## src/rtl/proc_ctrl_sequencer.sv

```systemverilog
// Instruction sequencer replaying decoded words onto the Processor control ports.
// Optional fetch gating by an external step input: define CTRL_SINGLE_STEP_EN.
module proc_ctrl_sequencer #(
   parameter int         ADDR_W  = 9,
   parameter int         DATA_W  = 32,
   parameter logic [1:0] ALU_ADD = 2'b00,
   parameter logic [1:0] ALU_MUL = 2'b01
) (
   input  logic              clk,
   input  logic              reset,
`ifdef CTRL_SINGLE_STEP_EN
   input  logic              step,
`endif
   input  logic              instr_valid,
   input  logic [31:0]       instr_data,
   output logic              instr_ready,
   output logic              reg_write_enable,
   output logic              mem_write_enable,
   output logic              mem_read_enable,
   output logic [1:0]        reg_address1,
   output logic [1:0]        reg_address2,
   output logic [1:0]        alu_op,
   output logic [ADDR_W-1:0] mem_address,
   output logic [DATA_W-1:0] mem_data_in,
   output logic              halted,
   output logic              illegal,
   output logic [15:0]       retired
);
   localparam logic [3:0] OP_NOP   = 4'd0;
   localparam logic [3:0] OP_WRMEM = 4'd1;
   localparam logic [3:0] OP_LOAD  = 4'd2;
   localparam logic [3:0] OP_ADD   = 4'd3;
   localparam logic [3:0] OP_MUL   = 4'd4;
   localparam logic [3:0] OP_STORE = 4'd5;
   localparam logic [3:0] OP_HALT  = 4'd15;

   typedef enum logic [2:0] {S_FETCH, S_EXT, S_E1, S_E2, S_HALT} state_t;

   state_t            state_q, state_d;
   logic              fetch_rdy, accept, fetch_acc;
   logic [3:0]        op_q, op_n;
   logic [1:0]        rd_q, rs_q, rd_n, rs_n;
   logic [8:0]        addr_q, addr_n;
   logic              rwe_d, mwe_d, mre_d;
   logic [1:0]        ra1_d, ra2_d, alu_d;
   logic [ADDR_W-1:0] maddr_d;
   logic [DATA_W-1:0] mdata_d;
   logic              unused_fields;

   function automatic logic is_legal(input logic [3:0] op);
      return op inside {OP_NOP, OP_WRMEM, OP_LOAD, OP_ADD, OP_MUL, OP_STORE, OP_HALT};
   endfunction

   function automatic logic is_two_cycle(input logic [3:0] op);
      return op inside {OP_LOAD, OP_ADD, OP_MUL};
   endfunction

`ifdef CTRL_SINGLE_STEP_EN
   logic step_q, step_pending;

   // A fresh step edge wins over the clear so a step arriving while fetching is not lost.
   always_ff @(posedge clk or posedge reset) begin
      if (reset) begin
         step_q       <= 1'b0;
         step_pending <= 1'b0;
      end else begin
         step_q <= step;
         if (step && !step_q)
            step_pending <= 1'b1;
         else if (fetch_acc)
            step_pending <= 1'b0;
      end
   end

   assign fetch_rdy = step_pending;
`else
   assign fetch_rdy = 1'b1;
`endif

   assign instr_ready   = ((state_q == S_FETCH) && fetch_rdy) || (state_q == S_EXT);
   assign accept        = instr_valid && instr_ready;
   assign fetch_acc     = accept && (state_q == S_FETCH);
   assign unused_fields = ^instr_data[23:9];

   always_ff @(posedge clk or posedge reset) begin
      if (reset) state_q <= S_FETCH;
      else       state_q <= state_d;
   end

   always_comb begin
      state_d = state_q;
      case (state_q)
         S_FETCH: begin
            if (accept) begin
               case (instr_data[31:28])
                  OP_WRMEM:                           state_d = S_EXT;
                  OP_LOAD, OP_ADD, OP_MUL, OP_STORE:  state_d = S_E1;
                  OP_HALT:                            state_d = S_HALT;
                  default:                            state_d = S_FETCH;
               endcase
            end
         end
         S_EXT:   if (accept) state_d = S_E1;
         S_E1:    state_d = is_two_cycle(op_q) ? S_E2 : S_FETCH;
         S_E2:    state_d = S_FETCH;
         S_HALT:  state_d = S_HALT;
         default: state_d = S_FETCH;
      endcase
   end

   // Instruction fields are plain data, captured only when a first word is taken.
   always_ff @(posedge clk) begin
      if (fetch_acc) begin
         op_q   <= instr_data[31:28];
         rd_q   <= instr_data[27:26];
         rs_q   <= instr_data[25:24];
         addr_q <= instr_data[8:0];
      end
   end

   always_comb begin
      if (state_q == S_FETCH) begin
         op_n   = instr_data[31:28];
         rd_n   = instr_data[27:26];
         rs_n   = instr_data[25:24];
         addr_n = instr_data[8:0];
      end else begin
         op_n   = op_q;
         rd_n   = rd_q;
         rs_n   = rs_q;
         addr_n = addr_q;
      end
   end

   // Next-cycle control values: enables pulse only in E1/E2, everything else holds.
   always_comb begin
      rwe_d   = 1'b0;
      mwe_d   = 1'b0;
      mre_d   = 1'b0;
      ra1_d   = reg_address1;
      ra2_d   = reg_address2;
      alu_d   = alu_op;
      maddr_d = mem_address;
      mdata_d = mem_data_in;
      if (state_q == S_EXT && accept)
         mdata_d = DATA_W'(instr_data);
      if (state_d == S_E1 || state_d == S_E2) begin
         case (op_n)
            OP_LOAD: begin
               mre_d = 1'b1;
               if (state_d == S_E1) maddr_d = ADDR_W'(addr_n);
               else begin
                  rwe_d = 1'b1;
                  ra1_d = rd_n;
               end
            end
            OP_ADD, OP_MUL: begin
               ra1_d = rd_n;
               ra2_d = rs_n;
               alu_d = (op_n == OP_ADD) ? ALU_ADD : ALU_MUL;
               rwe_d = (state_d == S_E2);
            end
            OP_STORE: begin
               mwe_d   = 1'b1;
               ra2_d   = rs_n;
               maddr_d = ADDR_W'(addr_n);
            end
            OP_WRMEM: begin
               mwe_d   = 1'b1;
               maddr_d = ADDR_W'(addr_n);
            end
            default: ;
         endcase
      end
   end

   always_ff @(posedge clk or posedge reset) begin
      if (reset) begin
         reg_write_enable <= 1'b0;
         mem_write_enable <= 1'b0;
         mem_read_enable  <= 1'b0;
         reg_address1     <= '0;
         reg_address2     <= '0;
         alu_op           <= '0;
         mem_address      <= '0;
         mem_data_in      <= '0;
         halted           <= 1'b0;
         illegal          <= 1'b0;
         retired          <= '0;
      end else begin
         reg_write_enable <= rwe_d;
         mem_write_enable <= mwe_d;
         mem_read_enable  <= mre_d;
         reg_address1     <= ra1_d;
         reg_address2     <= ra2_d;
         alu_op           <= alu_d;
         mem_address      <= maddr_d;
         mem_data_in      <= mdata_d;
         halted           <= (state_d == S_HALT);
         if (fetch_acc && !is_legal(instr_data[31:28]))
            illegal <= 1'b1;
         if ((fetch_acc && (instr_data[31:28] == OP_NOP || instr_data[31:28] == OP_HALT)) ||
             ((state_q == S_E1 || state_q == S_E2) && state_d == S_FETCH))
            retired <= retired + 16'd1;
      end
   end
endmodule

```

## config.mk

```make
export PLATFORM = sky130hd
export DESIGN_NAME = proc_ctrl_sequencer
export DESIGN_NICKNAME = d
export VERILOG_FILES = /design/src/rtl/proc_ctrl_sequencer.sv
export SDC_FILE = /design/constraint.sdc
export NUM_CORES = 1
export LEC_CHECK = 0
export BUFFER_PORTS_ARGS = -buffer_cell sky130_fd_sc_hd__buf_2
export CAP_MARGIN = 20
export CORE_ASPECT_RATIO = 1.25
export CORE_UTILIZATION = 50
export CTS_BUF_LIST = sky130_fd_sc_hd__clkbuf_4 sky130_fd_sc_hd__clkbuf_8
export CTS_CLUSTER_DIAMETER = 30
export CTS_CLUSTER_SIZE = 24
export DETAILED_ROUTE_END_ITERATION = 10
export PLACE_DENSITY = 0.87
export SYNTH_ARGS = -nofsm -noshare
export SYNTH_HDL_FRONTEND = slang
export SYNTH_SLANG_ARGS = --single-unit
```

## constraint.sdc

```tcl
create_clock -name clk -period 5.8 [get_ports clk]
set_input_delay 0.29 -clock clk [delete_from_list [all_inputs] [get_ports clk]]
set_output_delay 0.29 -clock clk [all_outputs]
set_load 0.03 [all_outputs]
```

==> flow_results.org, run 1 <==
** Run status
- Outcome :: finished clean

** Setup path
- Worst-path fanout max :: 19
- For the worst setup path, the data required time is 6.07 ns.
- Critical path capture point type :: flip-flop
- STA classifies the critical path startpoint as a flip-flop.
- The worst register-to-register path has a setup slack of 2.85 ns.
- The startpoint identified for the worst register-to-register timing path is state_q[1]$_DFF_PP0_.
- At the worst endpoint, the arrival time is 3.22 ns.
- The setup path with the least slack is of type flip-flop to flip-flop.
- The number of cells on the worst reg-to-reg path is 6.
- Destination of the worst register-to-register timing path :: retired[12]$_DFFE_PP0P_

** STA
- Count of final hold-check violations :: 0
- After layout, the worst setup slack is about 2.8 ns.
- Unrepaired setup endpoints after global routing :: false
- The smallest clock period supported by the final layout is computed as 2.95 ns.
- Setup violations remaining at the end of the flow were counted as 0.
- Share of the cycle needed by the critical path after routing :: 50.9%
- Clock Skew :: 0.00750 ns
- Transition time of the tightest slew-check pin :: 0.920 ns
- Final Slew Violations :: 0
- Achievable frequency :: 339 MHz
- Worst slew margin :: about 38%
- Total negative slack :: 0 ns

** Drt
- Wire length per cell :: 16.7 um
- For this run, design rule violations remaining after detail routing come to 0.
- Routed wire length on met2 :: 4030 um
- The final layout contains routed wiring with a total length of 7800 um.
- Metal3 WL :: a little over 400 um
- Once detail routing completed, the nets flagged for antenna violations numbered 0.
- For this block, the initial DRC count from the detailed router was 125.
- Routed metal-1 wire length :: approximately 3200 um
- Highest metal used :: met4
- Vias :: 2,562
- Via count normalized by instance count :: 5.47
- Before antenna repair, the detailed router went through 4 iterations.

** Global routing
- Overall fraction of global-route tracks in use :: 21.5%
- Wire length of the first global-routing pass :: 12,800 um
- The via count of the first global-routing pass came to 2,588.
- The initial antenna violation count was 0.
- For this run the aggregate overflow at the end of global routing stands at 0.
- Maximum number of pins on one net before global-route repair :: around 70

** Power and ir drop
- Cell internal power was estimated by the tool at 0.00151 W.
- Combinational share of power :: a little over two fifths
- Worst IR Drop VDD :: 0.407 mV
- Summed over all cells, the static leakage comes to ~2.1 nW.
- Switching fraction of total power :: roughly two fifths
- Share of total power in the clock network :: 18.1%
- The share of total power dissipated in sequential elements is 38.5%.
- Dividing total power by cell area gives a power density of 556 mW/mm2.
- For this design the total switching power over the nets is just over 0.001 W.

** Placed design
- Counting tap cells, the placed design contains a total of 452 instances.
- Summed over all nets, the half-perimeter wirelength after detailed placement is approximately 5400 um.
- Prior to clock tree synthesis, the placed netlist has a worst setup slack of 2.93 ns.
- GPL Wtd Cong :: 0.835
- Count of buffers inserted at the top-level ports :: 102
- The placed instances occupy a cell area of 0.00436 mm2.

** Floorplan
- For this configuration, the core starts out at a cell density of 51.3%.
- The floorplan has 35 rows.
- The floorplan step set the die height to 99.1 um.
- Floorplan die width :: 79.7 um
- Full die area :: 0.00790 mm2
- 104 I/O pins were placed.
- Total core area :: roughly 0.0074 mm2

** Synth
- Synth warn :: 0
- The share of the Yosys chip area taken by registers is between 50% and 60%.
- Count of mapped cells out of synthesis :: 267
- Most used flip-flop cell after synthesis :: sky130_fd_sc_hd__dfrtp_1
- FF+latch count, synth :: 87
- The netlist uses 52 different library cells.
- Share of synthesized registers carrying an async set or reset :: 80.5%
- The commonest cells after synthesis are 70 x sky130_fd_sc_hd__dfrtp_1, 50 x sky130_fd_sc_hd__mux2_2, 17 x sky130_fd_sc_hd__edfxtp_1.
- Synth Cell Area :: 0.00377 mm2
- The share of synthesized area in the top cell type comes to 46.4%.
- Synthesis produced a netlist with a net count of 303.
- Top post-synthesis cells by area :: sky130_fd_sc_hd__dfrtp_1 46%, sky130_fd_sc_hd__mux2_2 15%, sky130_fd_sc_hd__edfxtp_1 14%, sky130_fd_sc_hd__xor2_1 2.8%, sky130_fd_sc_hd__mux2_1 2.7%
- The most common cell in the synthesized netlist is sky130_fd_sc_hd__dfrtp_1.
- Cell accounting for the most synthesized area :: sky130_fd_sc_hd__dfrtp_1
- Number of synthesized flops with an enable pin :: 17
- Averaged over all synthesized cells, the footprint is 14.1 um2.

** Clock network
- Buffers inserted to repair hold after CTS numbered 0.
- Post-CTS Repair Setup Buffers :: 0
- After clock tree synthesis, the clock-pin slew on the worst setup and hold paths is 0.08 ns.
- Cts bufs inserted :: 9
- H-tree lvl count :: 3
- TritonCTS Sinks :: a little under 90
- The cell sitting at the root of the clock tree is a sky130_fd_sc_hd__clkbuf_8.
- Clk buf depth :: 2
- Clock latency on the worst-skew pair :: 0.34 ns
- After clock tree synthesis, the repair step resized 0 gates.
- TritonCTS built the clock tree.

** Layout
- Post-layout net count :: 407
- Fill cells in the final layout number just under 600.
- Seq. cell area :: 0.00226 mm2
- Cells with a size suffix above 1 make up 49.2% of the layout.
- The count of cells in the finished layout, fillers not included, comes to 468.
- Once layout is done, the placed cells without fillers occupy 0.00458 mm2.
- From synthesis to final layout, the design area changed by 21.3%.
- Multi-input combinational cell area :: 0.00142 mm2
- Total inserted antenna cells :: 0

** Hold path
- Hold crit path type :: primary input to flip-flop
- Min-Delay Path Depth :: 1
- The path with the worst hold slack has its endpoint at addr_q[6]$_DFFE_PP_.
- The startpoint identified for the worst hold timing path is instr_data[6].

** Job
- Max-cap violations in this run came to 0.
## metal layers
metal	vias to the layer above	global-route usage [%]
met3	19	4.68
met5	-	0
met2	84	35.1
met4	0	9.79
li1	1171	-
met1	1288	27.3
## cells by family (layout without fill, tap and decap cells)
family,Yosys count,in the layout,share of synthesized area (%)
simple gates,57,57,9.49
other cells,1,1,0.0994
xor+xnor,16,16,3.71
buf+inv,19,128,2.49
flops,87,87,60.0
mux,64,64,18.9
fa+ha+maj,1,1,0.332
compound gates,22,22,4.98
## through the flow
stage | utilization, % | power [W] | hold WS (ns)
after global routing | 62.2 | 0.00267 | 0.133
after global placement | 59.3 | 0.00206 | 0.455
after CTS | 62.2 | 0.00257 | 0.134
after detailed placement | 59.3 | 0.00210 | 0.465
final | 62.2 | 0.00255 | 0.150
after floorplan | - | 0.00179 | 0.389
## final cells by class
| class | count | share of cell area, % |
|---|---|---|
| clock buffer | 11 | 3.03 |
| clock inverter | 5 | 1.72 |
| inverter | 6 | 0.492 |
| multi-input combinational | 161 | 31.0 |
| sequential | 87 | 49.4 |
| tap | 92 | 2.52 |
| timing repair buffer | 106 | 11.8 |
## critical path: stages (launching register included)
cell and delay, ns:
sky130_fd_sc_hd__dfrtp_1 0.52, sky130_fd_sc_hd__nor3b_1 0.42, sky130_fd_sc_hd__nor2b_2 0.83, sky130_fd_sc_hd__a32oi_1 0.16, sky130_fd_sc_hd__buf_4 0.27, sky130_fd_sc_hd__nor4b_1 0.46
sky130_fd_sc_hd__xor2_1 0.20
## cell usage in the layout (no fill, tap or decap), types with 3 or more instances in the layout
cell,n
sky130_fd_sc_hd__mux2_2,50
sky130_fd_sc_hd__mux2_1,9
sky130_fd_sc_hd__mux2i_1,5
sky130_fd_sc_hd__nor4b_1,3
sky130_fd_sc_hd__nor2_1,6
sky130_fd_sc_hd__nand4_1,3
sky130_fd_sc_hd__clkbuf_8,9
sky130_fd_sc_hd__inv_1,5
sky130_fd_sc_hd__edfxtp_1,17
sky130_fd_sc_hd__nand2_1,7
sky130_fd_sc_hd__inv_4,3
sky130_fd_sc_hd__nor3_1,8
sky130_fd_sc_hd__buf_4,4
sky130_fd_sc_hd__xnor2_1,4
sky130_fd_sc_hd__nor3b_1,7
sky130_fd_sc_hd__dfrtp_1,70
sky130_fd_sc_hd__xor2_1,12
sky130_fd_sc_hd__nand3_1,4
sky130_fd_sc_hd__buf_2,102
sky130_fd_sc_hd__a31oi_1,3
## worst max-delay path by stage
stage | cells after the start | slack (ns) | end | start
after floorplan | 7 | 3.05 | retired[4]$_DFFE_PP0P_ | state_q[1]$_DFF_PP0_
after global placement | 6 | 3.18 | retired[12]$_DFFE_PP0P_ | state_q[1]$_DFF_PP0_
after detailed placement | 6 | 2.93 | retired[8]$_DFFE_PP0P_ | state_q[1]$_DFF_PP0_
after CTS | 6 | 2.86 | retired[8]$_DFFE_PP0P_ | state_q[1]$_DFF_PP0_
after global routing | 6 | 2.71 | retired[12]$_DFFE_PP0P_ | state_q[1]$_DFF_PP0_
final | 6 | 2.85 | retired[12]$_DFFE_PP0P_ | state_q[1]$_DFF_PP0_
## power groups by stage
stage | registers [W] | clock network (W) | logic [W]
6_report | 0.000980 | 0.000460 | 0.00111
4_1_cts | 0.000980 | 0.000471 | 0.00112
3_3_place_gp | 0.000976 | 0 | 0.00108
5_1_grt | 0.00101 | 0.000498 | 0.00117
3_5_place_dp | 0.000990 | 0 | 0.00111
2_1_floorplan | 0.00132 | 0 | 0.000466
## registers in the layout, indices dropped and copies added, names as in the netlist
| name | cells |
|---|---|
| addr_q | 9 |
| alu_op | 1 |
| halted | 1 |
| illegal | 1 |
| mem_address | 9 |
| mem_data_in | 32 |
| mem_read_enable | 1 |
| mem_write_enable | 1 |
| op_q | 4 |
| rd_q | 2 |
| reg_address1 | 2 |
| reg_address2 | 2 |
| reg_write_enable | 1 |
| retired | 16 |
| rs_q | 2 |
| state_q | 3 |
(Power assumes the default switching activity.)
==> inputs of run 2 (changes only) <==
--- a/config.mk
+++ b/config.mk
@@ -5,6 +5,7 @@
 export SDC_FILE = /design/constraint.sdc
 export NUM_CORES = 1
 export LEC_CHECK = 0
+export ABC_AREA = 1
 export BUFFER_PORTS_ARGS = -buffer_cell sky130_fd_sc_hd__buf_2
 export CAP_MARGIN = 20
 export CORE_ASPECT_RATIO = 1.25
@@ -13,7 +14,7 @@
 export CTS_CLUSTER_DIAMETER = 30
 export CTS_CLUSTER_SIZE = 24
 export DETAILED_ROUTE_END_ITERATION = 10
-export PLACE_DENSITY = 0.87
+export PLACE_DENSITY = 0.85
 export SYNTH_ARGS = -nofsm -noshare
 export SYNTH_HDL_FRONTEND = slang
 export SYNTH_SLANG_ARGS = --single-unit
==> constraint.sdc (replaced) <==
create_clock -name clk -period 2.9 [get_ports clk]
set_input_delay 0.145 -clock clk [delete_from_list [all_inputs] [get_ports clk]]
set_output_delay 0.145 -clock clk [all_outputs]
set_load 0.03 [all_outputs]
==> flow_results.org, run 2 <==
** Synth
- The number of nets in the synthesized netlist is 502.
- By instance count, the leading cell after synthesis is sky130_fd_sc_hd__nand2_1.
- In this run the cell area of the synthesized design comes to 0.00428 mm2.
- In this run, synthesis inferred 17 flip-flops with an integrated enable.
- The biggest area contributor in the post-synthesis netlist is sky130_fd_sc_hd__dfrtp_1.
- Counting flops with an async set or reset pin after synthesis yields a share of 80.5%.
- Counting instances in the post-synthesis netlist gives the leading cell types as 143 x sky130_fd_sc_hd__nand2_1, 70 x sky130_fd_sc_hd__dfrtp_1, 43 x sky130_fd_sc_hd__nand3_1.
- Avg Cell Area, Syn :: 9.18 um2
- FF+latch count, synth :: 87
- Yosys printed 0 warnings.
- Yosys attributes the largest share of cell area to sky130_fd_sc_hd__dfrtp_1 41%, sky130_fd_sc_hd__nand2_1 13%, sky130_fd_sc_hd__edfxtp_1 12%, sky130_fd_sc_hd__nand2_2 5.3%, sky130_fd_sc_hd__nand3_1 5.0%.
- The cell count after synthesis came out at around 470.
- Among all flip-flop cells after synthesis, the most frequent one is sky130_fd_sc_hd__dfrtp_1.
- The synthesized design devotes to its leading area cell type 41.0% of total area.
- Sequential elements use roughly 53% of the synthesized area.
- Number of distinct library cells after synthesis :: 34

** Drt
- Antenna viol nets, final :: 0
- After detailed routing, the wire length on met1 is 4100 um.
- Highest metal used :: met4
- First DRT Iteration DRCs :: 249
- In the final routed layout, each cell accounts on average for between 10 and 15 um.
- Via count normalized by instance count :: 5.15
- Detailed routing placed a total of approximately 5400 um of wire on met2.
- Summed over all layers, the routed wires come to 10,200 um.
- First-pass detailed-route iteration total :: 8
- Metal3 WL :: ~430 um
- After detailed routing, the number of remaining DRC violations is 8.
- The final route contains 3,591 vias.

** Layout
- The register with the most flip-flops in the layout has 32 of them.
- Total inserted antenna cells :: 0
- The register with the most flip-flops in the final layout is mem_data_in.
- Post-layout net count :: about 630
- Area added between synthesis and finish :: 25.0%
- Share of cells above drive strength 1 :: 31.8%
- The library cells used most frequently in the layout, excluding fill and tap cells, are 143 x sky130_fd_sc_hd__nand2_1, 102 x sky130_fd_sc_hd__buf_2, 70 x sky130_fd_sc_hd__dfrtp_1.
- Largest registers :: mem_data_in: 32 flops, retired: 16 flops
- The library cell used most frequently in the layout, excluding fill and tap cells, is sky130_fd_sc_hd__nand2_1.
- Total of fill cells in the finished design :: 660

** Placed design
- GPL Wtd Cong :: 0.849
- DP Worst Slack :: about 0.83 ns
- Detailed placement finished with a half-perimeter wire length of 6810 um.
- In this run the tool buffered the top-level ports with 102 buffer cells.

** Hold path
- Min-Delay Path Depth :: 3
- The startpoint identified for the worst hold timing path is instr_data[11].
- Hold crit path type :: primary input to flip-flop

** Setup path
- Worst-path fanout max :: 26
- The worst setup path is captured at a flip-flop.
- Data arrives at the worst endpoint at 2.33 ns.
- Launch point of the worst path :: state_q[2]$_DFF_PP0_
- The critical path in this run is classified as flip-flop to flip-flop.
- The number of cells on the worst reg-to-reg path is 7.
- The largest single stage delay on the critical path is roughly 0.42 ns.
- The signal on the critical path passes through inv_2 > nand2_2 > nor2_8 > inv_1 > buf_16 > nand2_1 > o21ai_0.
- CP startpoint kind :: flip-flop
- Launching point of the worst reg2reg path :: state_q[2]$_DFF_PP0_
- Cell at the slowest stage of the critical path :: sky130_fd_sc_hd__inv_1
- STA puts the critical path data required time at 3.14 ns.

** Power and ir drop
- Worst IR Drop VDD :: around 0.6 mV
- In this run the power density over the cells is about 1000 mW/mm2.
- Cell leakage power :: 2.87 nW

** Global routing
- Overflow left after global routing :: 0
- The first global-routing pass estimated 16,500 um of wire.
- Global routing used a little under a quarter of the available tracks across all layers.
- Vias in the first global route :: between 3,000 and 4,000
- Antenna violations before repair :: 0
- Entering global routing, the biggest net connects between 70 and 80 pins.

** Clock network
- The H-tree was split into 3 levels.
- TritonCTS built the clock tree.
- The number of setup buffers added after CTS is 0.
- After clock tree synthesis, the clock-pin slew on the worst setup and hold paths is 0.10 ns.
- Clock tree root driver cell :: sky130_fd_sc_hd__clkbuf_8
- The clock passes through at most 2 buffers.
- Clock latency on the worst-skew pair :: 0.37 ns
- In this run, CTS created clock tree buffers numbering 9.
- TritonCTS Sinks :: 87

** STA
- Headroom to the max-slew limit came out at a little under half.
- Unrepaired setup endpoints after global routing :: false
- Transition time of the tightest slew-check pin :: 0.793 ns
- Clock Skew :: 0.0159 ns
- After layout, the minimum clock period comes to 2.09 ns.
- Count of final hold-check violations :: 0
- Total negative slack :: 0 ns
- Final Slew Violations :: 0
- Worst setup slack after layout :: 0.814 ns
- Setup Viol. Count Final :: 0
- Achievable frequency :: 479 MHz
- In the finished design, the share of the clock period the worst path needs comes to 71.9%.

** Run status
- Violated checks :: design-rule violations
- Outcome :: finished with violations

** Floorplan
- In this run the count of I/O pins placed on the die edge is between 100 and 150.
- Effective utilization at floorplan :: 51.6%
- The die is 84.7 um wide.
- Site Rows :: 37
- Full die area :: 0.00893 mm2
- Die height :: 105 um
- The core region is 0.00829 mm2.

** Job
- Count of maximum capacitance violations :: 0
-- run 2: metrics by stage --
step	instances	power, W	hold WS [ns]	util [%]	area [um2]
finish	697	0.00532	0.0122	64.5	5340
global route	697	0.00561	0.00554	64.5	5340
CTS	697	0.00531	0.00466	64.5	5340
detailed placement	654	0.00439	0.264	58.7	4860
global placement	653	0.00430	0.246	58.4	4840
floorplan	466	0.00377	0.244	-	4280
-- run 2: final cells by class --
class	count	area (um2)	area share, %
clock inverters	7	85.1	1.59
flip-flops and latches	87	2260	42.3
repair buffers	133	843	15.8
clock buffers	9	124	2.32
inverters	42	158	2.95
multi-input cells	322	1750	32.8
well taps	97	121	2.27
-- run 2: power by group --
part	switching, W	internal [W]
Sequential	0.000266	0.00167
Combinational	0.00178	0.000707
Clock	0.000480	0.000416
Total	0.00253	0.00279
-- run 2: worst paths after layout --
| kind | slack, ns | end |
|---|---|---|
| setup / recovery | 0.81 | mem_data_in[0]$_DFFE_PP0P_ |
| hold / removal | 0.01 | mem_data_in[11]$_DFFE_PP0P_ |
| setup reg to reg | 0.81 | mem_data_in[0]$_DFFE_PP0P_ |
| hold reg to reg | 0.46 | illegal$_DFFE_PP0P_ |
| max in group asynchronous | 2.14 | reg_address1[1]$_DFFE_PP0P_ |
| min in group asynchronous | 0.44 | mem_data_in[15]$_DFFE_PP0P_ |
-- run 2: worst max-delay path: cells and delay by family (launching register included) --
kind                   cells  cell delay [ns]
AOI/OAI and AO/OA          1             0.08
buffers and inverters      3             0.96
DFF                        1             0.41
and+or+nand+nor            3             0.51
-- run 2: layer usage --
metal | track usage [%] | up-vias
met4 | 9.32 | 0
li1 | - | 1731
met2 | 41.6 | 113
met5 | 0 | -
met1 | 28.6 | 1727
met3 | 3.52 | 20
-- run 2: repair_timing --
action                                  in CTS  in global routing
endpoints found under the setup margin       0                  0
hold buffers                                27                  0
resized for setup                            0                  0
hold endpoints to repair                    96                  0
-- run 2: kinds of logic after synthesis --
group / after synthesis / share of synthesized area, %
xor gates and xnor gates: 14 / 2.87
DFF: 87 / 52.9
AOI/OAI and AO/OA: 36 / 4.45
other: 1 / 0.0877
adders and majority gates: 1 / 0.293
buffers and inverters: 57 / 6.17
and+or+nand+nor: 270 / 33.2
==> inputs of run 3 (changes only) <==
--- a/config.mk
+++ b/config.mk
@@ -5,16 +5,16 @@
 export SDC_FILE = /design/constraint.sdc
 export NUM_CORES = 1
 export LEC_CHECK = 0
-export ABC_AREA = 1
+export ABC_AREA = 0
 export BUFFER_PORTS_ARGS = -buffer_cell sky130_fd_sc_hd__buf_2
 export CAP_MARGIN = 20
 export CORE_ASPECT_RATIO = 1.25
-export CORE_UTILIZATION = 50
+export CORE_UTILIZATION = 49
 export CTS_BUF_LIST = sky130_fd_sc_hd__clkbuf_4 sky130_fd_sc_hd__clkbuf_8
 export CTS_CLUSTER_DIAMETER = 30
 export CTS_CLUSTER_SIZE = 24
 export DETAILED_ROUTE_END_ITERATION = 10
-export PLACE_DENSITY = 0.85
+export PLACE_DENSITY = 0.88
 export SYNTH_ARGS = -nofsm -noshare
 export SYNTH_HDL_FRONTEND = slang
 export SYNTH_SLANG_ARGS = --single-unit
==> constraint.sdc (replaced) <==
create_clock -name clk -period 1.9 [get_ports clk]
set_input_delay 0.095 -clock clk [delete_from_list [all_inputs] [get_ports clk]]
set_output_delay 0.095 -clock clk [all_outputs]
set_load 0.03 [all_outputs]
==> flow_results.org, run 3 (synthesis gave the netlist of run 1 again) <==
** Run status
- Outcome :: finished with violations
- Violated checks :: negative setup slack

** Clock network
- In this run the deepest clock path goes through 2 buffers.
- In this run, CTS created clock tree buffers numbering 9.
- Clock input transition at the sequential cells of the worst setup and hold paths :: 0.08 ns
- Clock tree root driver cell :: sky130_fd_sc_hd__clkbuf_8
- TritonCTS clock tree :: done
- H-tree lvl count :: 3
- TritonCTS Sinks :: 87
- For the worst-skew pair, the clock arrives at the later sink with an insertion delay of 0.36 ns.

** Floorplan
- Total core area :: 0.00740 mm2
- Die height :: ~100 um
- For this design the top-level I/O count stands at roughly 100.
- In this run the core area contains 35 standard-cell rows.
- Effective utilization at floorplan :: 51.0%
- The floorplan step set the die width to between 80 and 90 um.
- The floorplan step defined a die boundary enclosing a little over 0.008 mm2.

** Power and ir drop
- The worst-case IR drop observed on VDD is 0.931 mV.
- Switching power total :: 0.00353 W
- The internal portion of the total power is ~0.0049 W.
- Power per cell area :: 1570 mW/mm2
- Combinational share of power :: 49.9%
- The clock network is responsible for 14.5% of the overall power.
- For this design the static power due to leakage is 2.53 nW.
- Switching fraction of total power :: 41.9%
- Sequential Power Share :: between 30% and 40%

** Layout
- The register with the most flip-flops in the final layout is mem_data_in.
- Total inserted antenna cells :: 0
- The sequential cells in the finished layout cover a total of 0.00227 mm2.
- Most common library cell in the layout ignoring fill and taps :: sky130_fd_sc_hd__buf_2
- Final core area utilization :: a little over 70%
- Max reg flops :: 32
- Post-layout net count :: ~470
- Largest registers :: mem_data_in: 32 flops, retired: 16 flops
- Multi-input combinational cell area :: about 0.0017 mm2
- Total of fill cells in the finished design :: 477
- Area added between synthesis and finish :: 42.6%
- In the layout the commonest cells are 102 x sky130_fd_sc_hd__buf_2, 67 x sky130_fd_sc_hd__dfrtp_1, 46 x sky130_fd_sc_hd__mux2_2.
- Share of cells above drive strength 1 :: 56.2%

** Setup path
- The critical path goes through nor4b_1 > o21ai_1 > a21bo_4 > a311oi_4 > mux2_4.
- The worst setup path is launched from a flip-flop.
- In this run the worst path has a maximum fanout of 4.
- The worst register-to-register path has a setup slack of -0.29 ns.
- Max incr delay on CP :: roughly 0.45 ns
- Critical setup path kind :: flip-flop to flip-flop
- Critical path capture point type :: flip-flop
- Cell at the slowest stage of the critical path :: sky130_fd_sc_hd__dfrtp_2
- Required time of the critical path :: 2.14 ns
- STA puts the critical path data arrival time at 2.43 ns.

** STA
- Worst setup slack after layout :: -0.291 ns
- After routing, the total negative slack on setup checks comes to -2.65 ns.
- Achievable frequency :: 457 MHz
- Setup Viol. Count Final :: 14
- The worst path in the final design needs a cycle of 2.19 ns, including I/O delays and setup.
- The number of endpoints with negative hold slack in the final report was 0.
- Across the routed clock network, the largest skew measured is 0.00890 ns.
- Unrepaired setup endpoints after global routing :: true
- Final Slew Violations :: 0
- Share of the cycle needed by the critical path after routing :: 115%

** Global routing
- Wire length of the first global-routing pass :: between 10,000 and 15,000 um
- Overflow left after global routing :: 0
- Maximum number of pins on one net before global-route repair :: 71
- The initial antenna violation count was 0.
- Vias in the first global route :: 3,004
- Overall fraction of global-route tracks in use :: between 20% and 30%

** Hold path
- The min-delay analysis places its worst path in the category primary input to flip-flop.

** Drt
- Dividing the detail-routed via count by the number of cells gives 5.45.
- The final route contains 2,880 vias.
- Antenna viol nets, final :: 0
- After the first detailed-routing iteration, the DRC count stood at 155.
- The first detailed-routing pass took 4 iterations.
- After detailed routing, the total wire length is 9640 um.
- Wire length per cell :: 18.3 um
- Detailed-route DRC error count :: 0

** Placed design
- At the placement stage, the worst setup path has a slack of -0.140 ns.
- At the end of routability-driven placement, the weighted congestion stood at 0.828.
- Detailed Place HPWL :: slightly below 6000 um
- Input and output buffers added on the ports amount to 102.

** Job
- Count of maximum capacitance violations :: 0
## run 3: cell count changes in the layout (fill, tap and decap cells not counted), moves of 6 or more
cell	before	now
sky130_fd_sc_hd__mux2_4	0	13
sky130_fd_sc_hd__mux2_2	0	46
sky130_fd_sc_hd__nand2_2	36	0
sky130_fd_sc_hd__nand3_1	43	4
sky130_fd_sc_hd__nand2_1	143	7
sky130_fd_sc_hd__nor2_1	12	6
sky130_fd_sc_hd__nand2_4	7	0
sky130_fd_sc_hd__buf_4	2	29
sky130_fd_sc_hd__inv_1	38	5
sky130_fd_sc_hd__o21ai_0	31	1
## run 3: critical path: cells and delay by family, from the launching register on
kind            cells  cell delay [ns]
mux                 1             0.34
compound gates      3             0.86
simple gates        1             0.42
flops               1             0.45
## run 3: routing by layer
metal  wire length (um)  track usage [%]  vias up
met5                  0                0        -
met4                212             12.6        0
met3                533             4.45       19
met2               5060             41.3      119
met1               3840             28.6     1448
li1                   -                -     1294
## run 3: layout make-up
cell class	count	area share (%)
timing repair buffer	166	21.1
inverter	6	0.419
clock inverter	5	0.768
multi-input combinational	161	30.7
tap	92	2.14
sequential	87	42.1
clock buffer	11	2.70
## run 3: power groups by stage
stage,sequential [W],clock (W),combinational [W]
2_1_floorplan,0.00404,0,0.00149
3_3_place_gp,0.00294,0,0.00364
3_5_place_dp,0.00298,0,0.00375
4_1_cts,0.00296,0.00124,0.00397
5_1_grt,0.00307,0.00130,0.00443
6_report,0.00300,0.00122,0.00421
## run 3: path summary, 6_finish.rpt
| check | start | end | depth (start not counted) |
|---|---|---|---|
| worst min register to register | retired[15]$_DFFE_PP0P_ | retired[15]$_DFFE_PP0P_ | 1 |
| max in group asynchronous | reset | state_q[0]$_DFF_PP0_ | 4 |
| worst max register to register | state_q[0]$_DFF_PP0_ | reg_address2[1]$_DFFE_PP0P_ | 5 |
| worst min-delay path | instr_data[31] | op_q[3]$_DFFE_PP_ | 2 |
| min in group asynchronous | reset | mem_data_in[11]$_DFFE_PP0P_ | 4 |
| worst max-delay path | state_q[0]$_DFF_PP0_ | reg_address2[1]$_DFFE_PP0P_ | 5 |
## run 3: metrics by stage
stage               hold WS, ns  cells  instance area (um2)  power [W]
CTS                      0.0650    524                 5200    0.00817
floorplan                 0.194    267                 3820    0.00553
detailed placement        0.203    476                 4620    0.00673
finish                   0.0876    528                 5380    0.00842
global placement          0.201    476                 4620    0.00658
global route             0.0850    528                 5380    0.00879
## run 3: timing repair
item | in CTS | in global routing
gates resized for setup | 18 | 25
hold buffers | 29 | 0
pin swaps | 4 | 11
cloned | 0 | 1
hold endpoints to repair | 106 | 0
setup endpoints to repair | 17 | 21
buffers inserted | 3 | 5
